`src/rtl/instr_mem_arbiter.sv`:
```
// Two-requester arbiter in front of the single-port instruction BRAM: CPU fetch (read-only)
// and loader/debug (read/write), with round-robin, a starvation guard and a loader lock.
`timescale 1ns/1ps
module instr_mem_arbiter #(
  parameter int ADDR_W     = 16,
  parameter int DATA_W     = 32,
  parameter int STARVE_MAX = 4
) (
  input  logic              clock,
  input  logic              reset,
  input  logic              if_req,
  input  logic [ADDR_W-1:0] if_addr,
  output logic              if_gnt,
  output logic              if_rvalid,
  output logic [DATA_W-1:0] if_rdata,
  input  logic              ld_req,
  input  logic              ld_we,
  input  logic [ADDR_W-1:0] ld_addr,
  input  logic [DATA_W-1:0] ld_wdata,
  input  logic              ld_lock,
  output logic              ld_gnt,
  output logic              ld_rvalid,
  output logic [DATA_W-1:0] ld_rdata,
  output logic [ADDR_W-1:0] mem_address,
  output logic [DATA_W-1:0] mem_data,
  output logic              mem_wren,
  input  logic [DATA_W-1:0] mem_q
);

  typedef enum logic [1:0] {OWN_NONE, OWN_IF, OWN_LD} owner_t;
  typedef enum logic {LG_IF, LG_LD} grant_t;

  localparam logic [3:0] STARVE_LIM = 4'(STARVE_MAX);

  logic [3:0] starve_cnt;
  grant_t     last_grant;
  owner_t     rd_owner_p1;
  logic       if_win;
  logic       ld_win;

  always_comb begin
    if_win = 1'b0;
    ld_win = 1'b0;
    if (!reset) begin
      if (ld_lock) begin
        ld_win = ld_req;
      end else if (if_req && ld_req) begin
        // Fetch takes the tie when the loader went last or fetch has waited too long.
        if (starve_cnt == STARVE_LIM || last_grant == LG_LD) if_win = 1'b1;
        else                                                  ld_win = 1'b1;
      end else begin
        if_win = if_req;
        ld_win = ld_req;
      end
    end
  end

  assign if_gnt      = if_win;
  assign ld_gnt      = ld_win;
  assign mem_address = ld_win ? ld_addr : if_addr;
  assign mem_data    = ld_wdata;
  assign mem_wren    = ld_win & ld_we;

  // p0 -> p1: remember who owns the read now in flight through the BRAM
  always_ff @(posedge clock) begin
    if (reset) begin
      last_grant  <= LG_LD;
      starve_cnt  <= 4'd0;
      rd_owner_p1 <= OWN_NONE;
    end else begin
      if (if_win)      last_grant <= LG_IF;
      else if (ld_win) last_grant <= LG_LD;

      if (if_win || !if_req)                      starve_cnt <= 4'd0;
      else if (ld_win && starve_cnt != STARVE_LIM) starve_cnt <= starve_cnt + 4'd1;

      if (if_win)              rd_owner_p1 <= OWN_IF;
      else if (ld_win && !ld_we) rd_owner_p1 <= OWN_LD;
      else                     rd_owner_p1 <= OWN_NONE;
    end
  end

  // A response still in flight when reset arrives is dropped.
  assign if_rvalid = (rd_owner_p1 == OWN_IF) && !reset;
  assign ld_rvalid = (rd_owner_p1 == OWN_LD) && !reset;
  assign if_rdata  = mem_q;
  assign ld_rdata  = mem_q;

endmodule

```
`config.mk`:
```
export PLATFORM = sky130hd
export DESIGN_NAME = instr_mem_arbiter
export DESIGN_NICKNAME = d
export VERILOG_FILES = /design/src/rtl/instr_mem_arbiter.sv
export SDC_FILE = /design/constraint.sdc
export NUM_CORES = 1
export LEC_CHECK = 0
export ABC_AREA = 1
export BUFFER_PORTS_ARGS = -buffer_cell sky130_fd_sc_hd__buf_2
export CAP_MARGIN = 20
export CORE_AREA = 2 2 85 87
export DETAILED_ROUTE_END_ITERATION = 6
export DIE_AREA = 0 0 87 89
export RECOVER_POWER = 25
export SYNTH_ARGS = -nofsm -noshare
export SYNTH_HDL_FRONTEND = slang
export SYNTH_SLANG_ARGS = --single-unit
```
`constraint.sdc`:
```
create_clock -name clock -period 1.7 [get_ports clock]
set_input_delay 0.17 -clock clock [delete_from_list [all_inputs] [get_ports clock]]
set_output_delay 0.17 -clock clock [all_outputs]
set_load 0.01 [all_outputs]
```
; Word-level counts from Yosys, hierarchy flattened
; Cells that the tools add are included.
[classes]
add_sub_neg = 1
n_eq_ne = 4
muxes = 13
bitwise = 1
n_reduce_logical = 13
[ops]
columns = op, count
row1 = two-way mux 16 bit, 1
row2 = two-way mux 1 bit, 11
row3 = logical AND 1 bit, 5
row4 = adder 4 x 1 -> 4 bit (second input constant), 1
row5 = equality test 4 x 3 -> 1 bit (second input constant), 1
row6 = inequality test 4 x 3 -> 1 bit (second input constant), 1
row7 = OR reduction 2 bit, 2
row8 = zero test 1 bit, 3
row9 = equality test 2 x 1 -> 1 bit (second input constant), 1
row10 = equality test 2 bit (second input constant), 1
row11 = logical OR 1 bit, 2
row12 = two-way mux 2 bit, 1
row13 = nonzero test 2 bit, 1
row14 = bitwise AND 1 bit, 1
[word_totals]
ff_bits = 7
in_bits = 102
output_inout_bits = 117
elab_cells = 36

; Depth between registers and ports, before layout
[logic_depth]
depth_word = 9
mapped_depth = 10
ltp_nobuf = 9

; Worst setup path after synthesis
; OpenSTA, ideal clock, no wires.
[synth_path]
path_kind = reg-to-output
start = reg starve_cnt[0]
end = out mem_address[10]
arrival_ps = 1353
required_ps = 1530
setup_slack_ps = 177
stages_incl_launch_ff = 11
path_buffers = 1
cell_sequence = dfxtp_1 > inv_1 > ha_1 > nand3_4 > nand2_4 > nand2_4 > nand2_8 > inv_4 > buf_6 > nand2_1 > nand2_1
[synth_via]
elab_chain_len = 7
[synth_rtl]
columns = element, line_no
row1 = from (decl), 35  ; logic [3:0] starve_cnt;
row2 = from (signal assigned), 75  ; else if (ld_win && starve_cnt != STARVE_LIM) starve_cnt <= starve_cnt + 4'd1;
row3 = equality test 4 x 3 -> 1 bit, 49  ; if (starve_cnt == STARVE_LIM || last_grant == LG_LD) if_win = 1'b1;
row4 = logical OR 1 bit, 49
row5 = two-way mux 1 bit, 49
row6 = two-way mux 1 bit, 47  ; end else if (if_req && ld_req) begin
row7 = two-way mux 1 bit, 45  ; if (ld_lock) begin
row8 = two-way mux 1 bit, 44  ; if (!reset) begin
row9 = net ld_gnt, 21  ; output logic ld_gnt,
row10 = two-way mux 16 bit, 60  ; assign mem_address = ld_win ? ld_addr : if_addr;
row11 = to (decl), 24  ; output logic [ADDR_W-1:0] mem_address,
; The timed path passes the listed nets, and every way through them passes these cells.

; Worst setup path after layout
[layout_path]
start = reg starve_cnt[0]
end = out mem_address[11]
[layout_via]
elab_chain_len = 7
[layout_rtl]
columns = element, line_no
row1 = equality test 4 x 3 -> 1 bit, 49
row2 = logical OR 1 bit, 49
row3 = two-way mux 1 bit, 49
row4 = two-way mux 1 bit, 47
row5 = two-way mux 1 bit, 45
row6 = two-way mux 1 bit, 44
row7 = two-way mux 16 bit, 60
; No other way between the ends.

==> results.tsv <==
metric	value	unit
Die Y	89	microns
Core ar.	0.00672	sq mm
power per cell area	523	mW/mm^2
crit-path cells	inv_2 > ha_4 > nand3_4 > nand2_4 > nand2_8 > nand2_8 > bufbuf_16 > nand2_1 > nand2_1 > buf_2	
Crit Path Class	register to output pin	
H-tree lvl count	1	
Detailed Routing Iterations Pass 1	4	
vias in the first global route	847	
normalized max-slew margin	79.2	%
Clock Path Buffers	2	
vias per cell	3.90	
CP max-delay cell	dfxtp_2	
antenna viol nets, final	0	
die span in x	87	microns
DRT Wirelength	3.41	mm
crit-path max FO	4	
violated checks	negative setup slack	
DP Area	0.00103	sq mm
Reg2Reg Depth	9	
RR Startpoint	starve_cnt[0]$_SDFFE_PP0P_	
number of port buffers	58	
Critical Path End Type	output pin	
largest net degree at the start of global routing	18	
post-DP HPWL	2.50	mm
Worst Hold Path Cells	2	
post-route setup slack	-0.0177	ns
cell count after synthesis	203	
Max IR drop VDD	187	uV
CTS tree	done	
Mapped Area	0.00134	sq mm
Die ar.	0.00774	sq mm
Worst-Margin Slew	0.312	ns
GRT Total Usage	8.08	%
NumNets Final	284	
GPL Wtd Cong	0.649	
Worst Path Arrival	1.55	ns
Final Cycle Share	101	%
initial antenna violation count	0	
clock sink total	7	
FF-to-FF End	starve_cnt[3]$_SDFFE_PP0P_	
#FFs+latches synth	7	
outcome	finished with violations	
setup_tns	-0.104	ns
clk_skew	0.00207	ns
GR Overflow Total	0	
hold_sp	ld_we	
HP Class	primary input to register	
Layout area overhead	-0.0929	%
clock-pin slew on the worst setup and hold paths	0.04	ns
initial DRC count	32	
Fin. Hold Viols	0	
first-pass GRT wire length	4.54	mm
Initial Util	20.0	%
total power	0.702	mW
Mean Syn Cell Area	6.62	sq um
Syn. warnings	0	
clk_lat worst skew	0.23	ns
clock root cell	clkbuf_8	
routed length per instance	13.2	microns
Largest stage delay, worst path	0.31	ns
IO Pins	219	
Netlist cell types	18	
Synthesized Nets	307	
Finished Core Util	20.0	%
Pleak	0.727	nW
final setup fails	12	
# diodes	0	
RSZ-0062 raised after global routing	yes	
post-route cell area	0.00134	sq mm
reg2reg setup slack	0.22	ns
Site Rows	30	
max_cap viols	0	
Fmax achieved	582	MHz
DR vias	1010	
Worst setup SP type	register	
share of layout cells above drive strength 1	54.7	%
register area share after synthesis	10.4	%
Num CTS Buffers	3	
Slew Viols, Final	0	
fin crit period	1.72	ns
Worst Setup Slack post-DPL	0.122	ns
CP required	1.53	ns
number of remaining DRC errors	0	
Worst Hold Path EP	rd_owner_p1[1]$_SDFF_PP0_	
==> layout by cell type, fill, tap and decap left out <==
cell | synthesis | layout
nand2_4 | 2 | 4
a31oi_1 | 1 | 1
nand4_1 | 5 | 5
dfxtp_1 | 7 | 5
buf_2 | 0 | 55
buf_4 | 97 | 6
nand2_1 | 59 | 45
clkbuf_8 | 0 | 3
buf_12 | 0 | 3
clkinv_8 | 0 | 1
bufbuf_16 | 0 | 1
clkbuf_1 | 0 | 1
buf_6 | 1 | 3
nand2_2 | 0 | 11
a21oi_1 | 3 | 3
ha_1 | 2 | 1
nand2_8 | 1 | 2
nor2_4 | 0 | 1
buf_16 | 0 | 2
dfxtp_2 | 0 | 2
nand3_1 | 2 | 2
inv_1 | 12 | 10
nand3_4 | 1 | 1
ha_4 | 0 | 1
o31ai_1 | 1 | 1
xor2_1 | 1 | 1
nor3_1 | 1 | 1
nor2_1 | 6 | 5
inv_2 | 0 | 2
==> Yosys cell counts <==
master | number | area share (%)
dfxtp_1 | 7 | 10
xor2_1 | 1 | 0.65
a31oi_1 | 1 | 0.47
nor2_1 | 6 | 1.7
a21oi_1 | 3 | 1.1
nand2_4 | 2 | 1.7
nand2_1 | 59 | 16
inv_1 | 12 | 3.4
buf_4 | 97 | 54
buf_6 | 1 | 0.84
nor3_1 | 1 | 0.37
ha_1 | 2 | 1.9
inv_4 | 1 | 0.47
o31ai_1 | 1 | 0.56
nand4_1 | 5 | 2.3
nand3_1 | 2 | 0.74
nand3_4 | 1 | 1.3
nand2_8 | 1 | 1.5
==> where the power goes <==
group,switching (mW),internal (mW)
sequential,0.00234,0.170
clock,0.0736,0.162
combinational,0.141,0.153
total,0.217,0.485
==> through the flow <==
stage / hold WS [ns] / std cells
6_report: 0.115 / 259
2_1_floorplan: 0.242 / 203
5_1_grt: 0.115 / 259
3_5_place_dp: 0.340 / 246
3_3_place_gp: 0.340 / 246
4_1_cts: 0.106 / 258
==> registers in the layout (all words and copies together) (netlist names) <==
| register | cells |
|---|---|
| last_grant | 1 |
| rd_owner_p1 | 2 |
| starve_cnt | 4 |
==> critical path: cells and delay by family, from the launching register on <==
family / cells / cell delay, ns
flip-flops: 1 / 0.31
adder cells (fa/ha/maj): 1 / 0.14
buffers and inverters: 3 / 0.45
AND/OR/NAND/NOR: 6 / 0.41
==> worst max-delay path by stage <==
| stage | from | to | slack [ns] | cells past startpoint |
|---|---|---|---|---|
| final | starve_cnt[0]$_SDFFE_PP0P_ | mem_address[11] | -0.02 | 10 |
| after global routing | starve_cnt[1]$_SDFFE_PP0P_ | mem_address[4] | -0.10 | 10 |
| after CTS | starve_cnt[0]$_SDFFE_PP0P_ | mem_address[2] | -0.03 | 11 |
| after detailed placement | starve_cnt[0]$_SDFFE_PP0P_ | mem_address[2] | 0.12 | 10 |
| after global placement | starve_cnt[0]$_SDFFE_PP0P_ | mem_address[2] | 0.16 | 10 |
| after floorplan | starve_cnt[0]$_SDFFE_PP0P_ | mem_address[10] | 0.18 | 10 |
==> kinds of logic (layout without fill, tap and decap cells) <==
kind of cell	Yosys count	in the layout	synth area share (%)
and+or+nand+nor	77	77	26.1
buffers and inverters	111	87	58.8
adders and majority gates	2	2	1.86
DFF	7	7	10.4
AOI/OAI and AO/OA	5	5	2.14
xor gates and xnor gates	1	1	0.652
==> per-layer routing <==
metal | routed length [microns] | track usage, % | up-vias
li1 | - | - | 478
met1 | 1050 | 7.59 | 416
met2 | 1650 | 12.8 | 89
met3 | 491 | 4.52 | 27
met4 | 219 | 6.96 | 0
met5 | 0 | 0 | -
==> what timing repair did <==
action                                  4_1_cts  5_1_grt
resized for setup                            20       14
pin swaps                                     3        1
endpoints found under the setup margin       18       17
buffers inserted                              5        1
hold buffers                                  0        0
gates cloned                                  3        0
==> layout make-up <==
| type | count | area (sq um) |
|---|---|---|
| timing repair buffer | 70 | 502 |
| fill | 751 | 5380 |
| multi-input combinational | 85 | 492 |
| inverter | 13 | 61.3 |
| clock buffer | 4 | 45.0 |
| tap | 80 | 100 |
| sequential | 7 | 143 |
(Power assumes the default switching activity.)
